==> src/rtl/pipeline_ctrl_pkg.sv <==
`default_nettype none
// ============================================================================
// Module      : pipeline_ctrl_pkg
// Description : Shared definitions for the fetch-stage hazard controller:
//               FSM state encoding, register-index width, x0 index and an
//               operand-match helper.
// Revision    : 1.0 - initial release
// ============================================================================
package pipeline_ctrl_pkg;

    localparam int REG_AW = 5;
    localparam logic [REG_AW-1:0] REG_X0 = '0;

    typedef logic [1:0] ctrl_state_t;

    localparam ctrl_state_t ST_RUN    = 2'd0;
    localparam ctrl_state_t ST_LSTALL = 2'd1;
    localparam ctrl_state_t ST_DRAIN  = 2'd2;
    localparam ctrl_state_t ST_HALTED = 2'd3;

    // True when an operand is actually read and names the given register
    function automatic logic reg_match(input logic uses,
                                       input logic [REG_AW-1:0] rs,
                                       input logic [REG_AW-1:0] rd);
        return uses && (rs == rd);
    endfunction

endpackage
`default_nettype wire

==> src/rtl/sat_counter.sv <==
`default_nettype none
// ============================================================================
// Module      : sat_counter
// Description : Saturating up-counter with synchronous clear (clear wins over
//               increment) and asynchronous active-low reset.
// Revision    : 1.0 - initial release
// ============================================================================
module sat_counter #(
    parameter int WIDTH = 16
) (
    input  logic             clk,
    input  logic             rst,
    input  logic             i_inc,
    input  logic             i_clr,
    output logic [WIDTH-1:0] o_count
);

    logic [WIDTH-1:0] count_q;
    logic [WIDTH-1:0] count_d;

    // Next count: clear first, then increment unless already at all-ones
    always_comb begin
        count_d = count_q;
        if (i_clr) begin
            count_d = '0;
        end else if (i_inc && (count_q != {WIDTH{1'b1}})) begin
            count_d = count_q + {{(WIDTH-1){1'b0}}, 1'b1};
        end
    end

    // Count register
    always_ff @(posedge clk or negedge rst) begin
        if (!rst) begin
            count_q <= '0;
        end else begin
            count_q <= count_d;
        end
    end

    assign o_count = count_q;

endmodule
`default_nettype wire

==> src/rtl/fetch_hazard_ctrl.sv <==
`default_nettype none
// ============================================================================
// Module      : fetch_hazard_ctrl
// Description : Drives fetch stall / flush / redirect. Detects load-use
//               hazards, turns EX redirects into flushes, sequences the
//               halt/drain handshake and keeps saturating perf counters.
// Revision    : 1.0 - initial release
// ============================================================================
module fetch_hazard_ctrl
    import pipeline_ctrl_pkg::*;
#(
    parameter int LOAD_STALL_CYCLES = 1,
    parameter int DRAIN_CYCLES      = 3,
    parameter int CNT_W             = 16
) (
    input  logic              clk,
    input  logic              rst,
    input  logic [REG_AW-1:0] id_rs1,
    input  logic [REG_AW-1:0] id_rs2,
    input  logic              id_uses_rs1,
    input  logic              id_uses_rs2,
    input  logic              ex_valid,
    input  logic              ex_mem_read,
    input  logic [REG_AW-1:0] ex_rd,
    input  logic              ex_redirect,
    input  logic [31:0]       ex_target,
    input  logic              halt_req,
    input  logic              cnt_clr,
    output logic              stall_if,
    output logic              flush_if_id,
    output logic              flush_id_ex,
    output logic              pc_src,
    output logic [31:0]       pc_jump,
    output logic              halt_ack,
    output logic [CNT_W-1:0]  stall_cnt,
    output logic [CNT_W-1:0]  flush_cnt
);

    // The first stall cycle is issued from RUN, so LSTALL covers the rest
    localparam bit         LSTALL_EN   = (LOAD_STALL_CYCLES > 1);
    localparam logic [2:0] LSTALL_INIT = LSTALL_EN ? 3'(LOAD_STALL_CYCLES - 2) : 3'd0;
    localparam logic [2:0] DRAIN_INIT  = 3'(DRAIN_CYCLES - 1);

    ctrl_state_t state_q, state_d;
    logic [2:0]  cnt_q, cnt_d;
    logic        halt_ack_q, halt_ack_d;

    logic w_lu;
    logic w_rd;
    logic w_stall;
    logic w_flush_if_id;
    logic w_flush_id_ex;
    logic w_pc_src;

    assign w_lu = ex_valid && ex_mem_read && (ex_rd != REG_X0) &&
                  (reg_match(id_uses_rs1, id_rs1, ex_rd) ||
                   reg_match(id_uses_rs2, id_rs2, ex_rd));
    assign w_rd = ex_valid && ex_redirect;

    // State, shared down-counter and registered halt acknowledge
    always_ff @(posedge clk or negedge rst) begin
        if (!rst) begin
            state_q    <= ST_RUN;
            cnt_q      <= 3'd0;
            halt_ack_q <= 1'b0;
        end else begin
            state_q    <= state_d;
            cnt_q      <= cnt_d;
            halt_ack_q <= halt_ack_d;
        end
    end

    // Next state: redirect beats load-use, which beats halt
    always_comb begin
        state_d = state_q;
        cnt_d   = cnt_q;
        case (state_q)
            ST_RUN: begin
                if (w_rd) begin
                    state_d = ST_RUN;
                end else if (w_lu) begin
                    if (LSTALL_EN) begin
                        state_d = ST_LSTALL;
                        cnt_d   = LSTALL_INIT;
                    end
                end else if (halt_req) begin
                    state_d = ST_DRAIN;
                    cnt_d   = DRAIN_INIT;
                end
            end
            ST_LSTALL: begin
                if (w_rd || (cnt_q == 3'd0)) begin
                    state_d = ST_RUN;
                end else begin
                    cnt_d = cnt_q - 3'd1;
                end
            end
            ST_DRAIN: begin
                if (!halt_req) begin
                    state_d = ST_RUN;
                end else if (cnt_q == 3'd0) begin
                    state_d = ST_HALTED;
                end else begin
                    cnt_d = cnt_q - 3'd1;
                end
            end
            default: begin
                if (!halt_req) begin
                    state_d = ST_RUN;
                end
            end
        endcase
        halt_ack_d = (state_d == ST_HALTED);
    end

    // Mealy outputs from current state and this cycle's hazards
    always_comb begin
        w_stall       = 1'b0;
        w_flush_if_id = 1'b0;
        w_flush_id_ex = 1'b0;
        w_pc_src      = 1'b0;
        case (state_q)
            ST_RUN: begin
                if (w_rd) begin
                    w_pc_src      = 1'b1;
                    w_flush_if_id = 1'b1;
                    w_flush_id_ex = 1'b1;
                end else if (w_lu) begin
                    w_stall       = 1'b1;
                    w_flush_id_ex = 1'b1;
                end else if (halt_req) begin
                    w_stall       = 1'b1;
                    w_flush_if_id = 1'b1;
                end
            end
            ST_LSTALL: begin
                if (w_rd) begin
                    w_pc_src      = 1'b1;
                    w_flush_if_id = 1'b1;
                    w_flush_id_ex = 1'b1;
                end else begin
                    w_stall       = 1'b1;
                    w_flush_id_ex = 1'b1;
                end
            end
            ST_DRAIN: begin
                // A redirect still loads the PC; the PC mux favours pc_src over stall
                w_stall       = 1'b1;
                w_flush_if_id = 1'b1;
                w_pc_src      = w_rd;
                w_flush_id_ex = w_rd;
            end
            default: begin
                w_stall       = 1'b1;
                w_flush_if_id = 1'b1;
            end
        endcase
    end

    // Combinational outputs are held low while reset is asserted
    assign stall_if    = rst && w_stall;
    assign flush_if_id = rst && w_flush_if_id;
    assign flush_id_ex = rst && w_flush_id_ex;
    assign pc_src      = rst && w_pc_src;
    assign pc_jump     = (rst && w_rd) ? ex_target : 32'd0;
    assign halt_ack    = halt_ack_q;

    sat_counter #(.WIDTH(CNT_W)) u_stall_cnt (
        .clk     (clk),
        .rst     (rst),
        .i_inc   (stall_if),
        .i_clr   (cnt_clr),
        .o_count (stall_cnt)
    );

    sat_counter #(.WIDTH(CNT_W)) u_flush_cnt (
        .clk     (clk),
        .rst     (rst),
        .i_inc   (rst && w_rd),
        .i_clr   (cnt_clr),
        .o_count (flush_cnt)
    );

endmodule
`default_nettype wire
==> config.mk <==
export PLATFORM = sky130hd
export DESIGN_NAME = fetch_hazard_ctrl
export DESIGN_NICKNAME = d
export VERILOG_FILES = /design/src/rtl/pipeline_ctrl_pkg.sv /design/src/rtl/sat_counter.sv /design/src/rtl/fetch_hazard_ctrl.sv
export SDC_FILE = /design/constraint.sdc
export NUM_CORES = 1
export LEC_CHECK = 0
export ABC_AREA = 1
export CORE_UTILIZATION = 47
export CTS_CLUSTER_SIZE = 14
export DETAILED_ROUTE_END_ITERATION = 16
export GPL_TIMING_DRIVEN = 0
export PLACE_DENSITY = 0.88
export REMOVE_ABC_BUFFERS = 1
export SKIP_LAST_GASP = 1
export SLEW_MARGIN = 20
export SYNTH_ARGS = -nofsm -noshare
export SYNTH_HDL_FRONTEND = slang
export SYNTH_SLANG_ARGS = --single-unit
==> constraint.sdc <==
create_clock -name clk -period 4.2 [get_ports clk]
set_input_delay 0.42 -clock clk [delete_from_list [all_inputs] [get_ports clk]]
set_output_delay 0.42 -clock clk [all_outputs]
set_load 0.05 [all_outputs]
Yosys cells after proc, flatten, opt, wreduce, memory -nomap -nowiden
Cells that the tools add are included.
{"block": "word_totals", "reg_bits": 38, "inputBits": 56, "out_inout_bits": 69, "elab_cells": 77}
{"block": "classes", "addsub": 3, "n_eq_ne": 13, "n_mux": 33, "reduce_logical": 23}
{"cell": "two-way mux 16 bit", "count": 4}
{"cell": "adder 16 x 1 -> 16 bit (second input constant)", "count": 2}
{"cell": "two-way mux 32 bit", "count": 1}
{"cell": "!= test 16 bit (second input constant)", "count": 2}
{"cell": "two-way mux 3 bit", "count": 6}
{"cell": "two-way mux 2 bit", "count": 7}
{"cell": "logical AND 1 bit", "count": 13}
{"cell": "!= test 2 bit (second input constant)", "count": 6}
{"cell": "== test 5 bit", "count": 2}
{"cell": "two-way mux 1 bit", "count": 9}
{"cell": "one-hot mux 3 bit (3 select lines)", "count": 1}
{"cell": "AND reduction 7 bit", "count": 1}
{"cell": "one-hot mux 1 bit (2 select lines)", "count": 3}
{"cell": "one-hot mux 2 bit (3 select lines)", "count": 1}
{"cell": "nonzero test 5 bit", "count": 1}
{"cell": "== test 2 bit (second input constant)", "count": 2}
{"cell": "nonzero test 2 bit", "count": 2}
{"cell": "zero test 3 bit", "count": 1}
{"cell": "one-hot mux 1 bit (3 select lines)", "count": 1}
{"cell": "nonzero test 3 bit", "count": 1}
{"cell": "subtractor 3 x 1 -> 3 bit (second input constant)", "count": 1}
{"cell": "== test 2 x 1 -> 1 bit (second input constant)", "count": 1}
{"cell": "zero test 2 bit", "count": 1}
{"cell": "logical OR 1 bit", "count": 2}
{"cell": "OR reduction 2 bit", "count": 1}

Logic depth before layout (Yosys ltp)
{"block": "logic_depth", "depth_word": 11, "depth_mapped": 15, "ltp_nobuf": 14}

Cells and area by module
Synthesis repeated with hierarchy kept, for this count alone.
{"block": "hier_totals", "cells_unflattened": 489, "hier_area_um2": 3105.5}
{"mod": "sat_counter", "instances": 2, "cells_each": 144, "area_each_um2": 1037.2, "seq_area_each_um2": 400.4}
{"mod": "fetch_hazard_ctrl", "instances": 1, "cells_each": 201, "area_each_um2": 1031.0, "seq_area_each_um2": 150.1}

Least setup slack after synthesis
OpenSTA, ideal clock, no wires.
{"block": "synth_path", "path_type": "input to output", "start": "in id_rs1[0]", "end": "out flush_id_ex", "t_arrival_ps": 2067, "t_required_ps": 3780, "slack_ps": 1713, "path_stages": 8, "path_buffers": 0, "cell_sequence": "inv_1 -> nand2_1 -> nand2_1 -> nor2_1 -> nand3_1 -> nand2_1 -> nand3_1 -> a311oi_1"}
{"block": "synth_via", "elab_chain_len": 8}
{"item": "start, declared", "line_no": "fetch_hazard_ctrl.sv:18", "source": "input logic [REG_AW-1:0] id_rs1,"}
{"item": "== test 5 bit", "line_no": "pipeline_ctrl_pkg.sv:25", "source": "return uses && (rs == rd);"}
{"item": "logical AND 1 bit", "line_no": "pipeline_ctrl_pkg.sv:25"}
{"item": "logical OR 1 bit", "line_no": "fetch_hazard_ctrl.sv:56", "source": "(reg_match(id_uses_rs1, id_rs1, ex_rd) ||"}
{"item": "logical AND 1 bit", "line_no": "fetch_hazard_ctrl.sv:55", "source": "assign w_lu = ex_valid && ex_mem_read && (ex_rd != REG_X0) &&"}
{"item": "two-way mux 1 bit", "line_no": "fetch_hazard_ctrl.sv:128", "source": "end else if (w_lu) begin"}
{"item": "two-way mux 1 bit", "line_no": "fetch_hazard_ctrl.sv:124", "source": "if (w_rd) begin"}
{"item": "one-hot mux 1 bit (3 select lines)", "line_no": "fetch_hazard_ctrl.sv:122", "source": "case (state_q)"}
{"item": "logical AND 1 bit", "line_no": "fetch_hazard_ctrl.sv:163", "source": "assign flush_id_ex = rst && w_flush_id_ex;"}
{"item": "end, declared", "line_no": "fetch_hazard_ctrl.sv:31", "source": "output logic flush_id_ex,"}
Every way passes these cells.

Final worst setup path
{"block": "layout_path", "start": "in rst", "end": "out pc_jump[26]"}
{"block": "layout_via", "elab_chain_len": 2}
{"item": "start, declared", "line_no": "fetch_hazard_ctrl.sv:17", "source": "input logic rst,"}
{"item": "logical AND 1 bit", "line_no": "fetch_hazard_ctrl.sv:165", "source": "assign pc_jump = (rst && w_rd) ? ex_target : 32'd0;"}
{"item": "two-way mux 32 bit", "line_no": "fetch_hazard_ctrl.sv:165"}
{"item": "end, declared", "line_no": "fetch_hazard_ctrl.sv:33", "source": "output logic [31:0] pc_jump,"}
Every way passes these cells.

==> insert_results.sql <==
INSERT INTO impl_metrics (metric_group, metric, value, unit) VALUES
('status', 'run_status', 'completed', ''),
('die', 'dieHeight', '80.69', 'um'),
('cells_and_area', 'layout_common_cells', 'sky130_fd_sc_hd__clkdlybuf4s50_1 (123), sky130_fd_sc_hd__nand2_1 (115), sky130_fd_sc_hd__nor2_1 (84), sky130_fd_sc_hd__inv_1 (72), sky130_fd_sc_hd__dfrtp_1 (38)', ''),
('global_routing', 'grt_pass1_vias', '3060', ''),
('global_routing', 'initial_antenna_violation_count', '0', ''),
('global_routing', 'grt_start_max_net_pins', '33', ''),
('sta', 'unrepaired_setup_endpoints_after_global_routing', 'false', ''),
('sta', 'maxSlewViolCount', '0', ''),
('clock_tree', 'clock_tree_from_tritoncts', 'built', ''),
('global_routing', 'grt_util_all_layers', '26.56', '%'),
('drt', 'drtPass1Iterations', '4', ''),
('setup_path', 'sort_of_element_at_the_start_of_the_critical_path', 'primary input', ''),
('clock_tree', 'max-clock-path-buffers', '2', ''),
('cells_and_area', 'postLayoutCellArea', '4358', 'sq um'),
('cells_and_area', 'num-nets-final', '650', ''),
('die', 'io-pin-count', '125', ''),
('drt', 'wl', '8.548', 'mm'),
('setup_path', 'critPathCaptureType', 'output port', ''),
('cells_and_area', 'diodes', '0', ''),
('run', 'drv.max_cap_violation_count', '0', ''),
('sta', 'finalWorstSetupSlack', '0.5101', 'ns'),
('sta', 'finClkSkew', '0.01113', 'ns'),
('die', 'initial_utilization', '48.87', '%'),
('sta', 'top_achievable_clock_speed', '271.0', 'MHz'),
('setup_path', 'timing.critical_path.cells', 'dlygate4sd3_1, buf_2, buf_12, inv_1, nor2_1, inv_1, nor2_1, clkdlybuf4s50_1', ''),
('clock_tree', 'clk_pin_slew_worst_paths', '0.08', 'ns'),
('drt', 'via_count', '3336', ''),
('cells_and_area', 'multi_input_comb_area', '1585', 'sq um'),
('sta', 'final_min_period_over_clock_period', '87.85', '%'),
('setup_path', 'critPathMaxFanout', '32', ''),
('place', 'post_placement_worst_setup_slack', '0.9579', 'ns'),
('synth', 'ys_ff_latch', '38', ''),
('die', 'die_width', '80.69', 'um'),
('setup_path', 'slowest_delay', '0.85', 'ns'),
('drt', 'detail_route.vias_per_cell', '5.039', ''),
('place', 'postPlaceCellArea', '4205', 'sq um'),
('synth', 'number_of_distinct_standard_cells_referenced_by_the_synthesized_netlist', '29', ''),
('drt', 'drt_drc_violations_left', '0', ''),
('synth', 'synth_enable_flop_cells', '0', ''),
('synth', 'ys_seq_area_share', '32.67', '%'),
('sta', 'tightestPinTransition', '0.9236', 'ns'),
('power', 'power.static_leakage', '2.088', 'nW'),
('sta', 'finalHoldViolations', '0', ''),
('setup_path', 'worstPathRequired', '3.78', 'ns'),
('drt', 'routedWlPerCell', '12.91', 'um'),
('sta', 'final.setup.tns', '0', 'ns'),
('power', 'worst_ir_drop_vdd', '266.5', 'uV'),
('synth', 'synth-main-ff-cell', 'sky130_fd_sc_hd__dfrtp_1', ''),
('min_path', 'hp-class', 'primary input to async pin', ''),
('synth', 'synthCells', '465', ''),
('clock_tree', 'postCtsResizedCells', '0', ''),
('die', 'fp.dieArea', '6511', 'sq um'),
('clock_tree', 'clock_insertion_delay_worst_skew', '0.29', 'ns'),
('sta', 'slew_headroom', '38.24', '%'),
('sta', 'worst_hold_slack', '0.5225', 'ns'),
('place', 'place.port_buffers', '124', ''),
('power', 'fin_total_pwr', '1.306', 'mW'),
('cells_and_area', 'layout_commonest_cell', 'sky130_fd_sc_hd__clkdlybuf4s50_1', ''),
('global_routing', 'grt.overflow.total', '0', ''),
('synth', 'synth.yosys.warnings', '0', ''),
('global_routing', 'grt_first_pass_wirelength', '13.45', 'mm'),
('setup_path', 'critPathSlowestCell', 'sky130_fd_sc_hd__clkdlybuf4s50_1', ''),
('clock_tree', 'cts-hold-fix-buffers', '1', ''),
('setup_path', 'critical_path_class', 'primary input to output port', ''),
('synth', 'syn-mean-instance-area', '6.259', 'sq um'),
('cells_and_area', 'drive_gt1_share', '5.111', '%'),
('place', 'gp_congestion', '0.9320', ''),
('clock_tree', 'cts-htree-levels', '2', ''),
('setup_path', 'timing.critical_path.arrival', '3.27', 'ns'),
('die', 'core-area', '5956', 'sq um'),
('drt', 'drt_iter0_markers', '184', '');
==> final timing paths <==
| check | start | end | slack [ns] | cells after the start |
|---|---|---|---|---|
| worst max-delay path | rst | pc_jump[26] | 0.51 | 8 |
| worst min-delay path | rst | u_flush_cnt.o_count[5] | 0.52 | 2 |
| worst max register to register | u_stall_cnt.o_count[0] | u_stall_cnt.o_count[15] | 2.15 | 10 |
| worst min register to register | cnt_q[1] | cnt_q[1] | 0.55 | 2 |
| max in group asynchronous | rst | halt_ack | 3.22 | 3 |
| min in group clk | cnt_q[1] | cnt_q[1] | 0.55 | 2 |
==> cell families after synthesis <==
logic type | synth area share (%)
AOI/OAI and AO/OA | 7.008
and+or+nand+nor | 39.51
DFF | 32.67
buffers and inverters | 12.85
adders and majority gates | 3.440
xor gates and xnor gates | 4.514
==> layer usage <==
layer,global-route usage [%],routed length (um),vias up
met5,0,0,-
met2,50.08,4312,115
met1,28.55,3321,1514
met3,5.000,642,23
met4,11.07,271,0
li1,-,-,1684
==> worst max-delay path, delay by kind of cell <==
kind / cells / cell delay (ns)
buffers and inverters: 6 / 2.41
AND/OR/NAND/NOR: 2 / 0.43
==> stage by stage <==
stage / std cells / util (%)
after floorplan: 453 / -
after global placement: 652 / 70.36
after detailed placement: 653 / 70.61
after CTS: 662 / 73.17
after global routing: 662 / 73.17
final: 662 / 73.17
==> layout make-up <==
cell class / count / share of cell area, %
flip-flops and latches: 38 / 21.82
clock buffers: 6 / 1.895
clock inverters: 2 / 1.378
inverters: 85 / 7.321
repair buffers: 126 / 29.06
multi-input cells: 330 / 36.38
well taps: 75 / 2.153
==> power by group <==
| part | total [mW] | internal, mW | switching (mW) |
|---|---|---|---|
| sequential | 0.426 | 0.397 | 0.0291 |
| combinational | 0.494 | 0.184 | 0.311 |
| clock | 0.386 | 0.253 | 0.133 |
| total | 1.31 | 0.834 | 0.472 |
==> synth_stat cells, types with 2 or more instances <==
| cell | instances | area [sq um] |
|---|---|---|
| sky130_fd_sc_hd__dfrtp_1 | 38 | 950.9 |
| sky130_fd_sc_hd__nand3_1 | 37 | 185.2 |
| sky130_fd_sc_hd__buf_1 | 2 | 7.510 |
| sky130_fd_sc_hd__nor3_1 | 15 | 75.07 |
| sky130_fd_sc_hd__nand2_1 | 115 | 431.7 |
| sky130_fd_sc_hd__a311oi_1 | 2 | 17.52 |
| sky130_fd_sc_hd__clkbuf_1 | 7 | 26.28 |
| sky130_fd_sc_hd__buf_2 | 2 | 10.01 |
| sky130_fd_sc_hd__o21ai_0 | 10 | 50.05 |
| sky130_fd_sc_hd__nor2_1 | 84 | 315.3 |
| sky130_fd_sc_hd__nand2_2 | 6 | 37.54 |
| sky130_fd_sc_hd__xor2_1 | 15 | 131.4 |
| sky130_fd_sc_hd__nand4_1 | 8 | 50.05 |
| sky130_fd_sc_hd__inv_1 | 72 | 270.3 |
| sky130_fd_sc_hd__o21ai_1 | 5 | 25.02 |
| sky130_fd_sc_hd__o31ai_1 | 4 | 30.03 |
| sky130_fd_sc_hd__ha_1 | 8 | 100.1 |
| sky130_fd_sc_hd__a21oi_1 | 12 | 60.06 |
| sky130_fd_sc_hd__inv_2 | 12 | 45.04 |
| sky130_fd_sc_hd__nor4_1 | 2 | 12.51 |
==> sequential cells by signal, indices dropped and copies added (netlist names) <==
name,flops
cnt_q,3
halt_ack,1
state_q,2
u_flush_cnt.o_count,16
u_stall_cnt.o_count,16
Power figures use the tool's default switching activity.
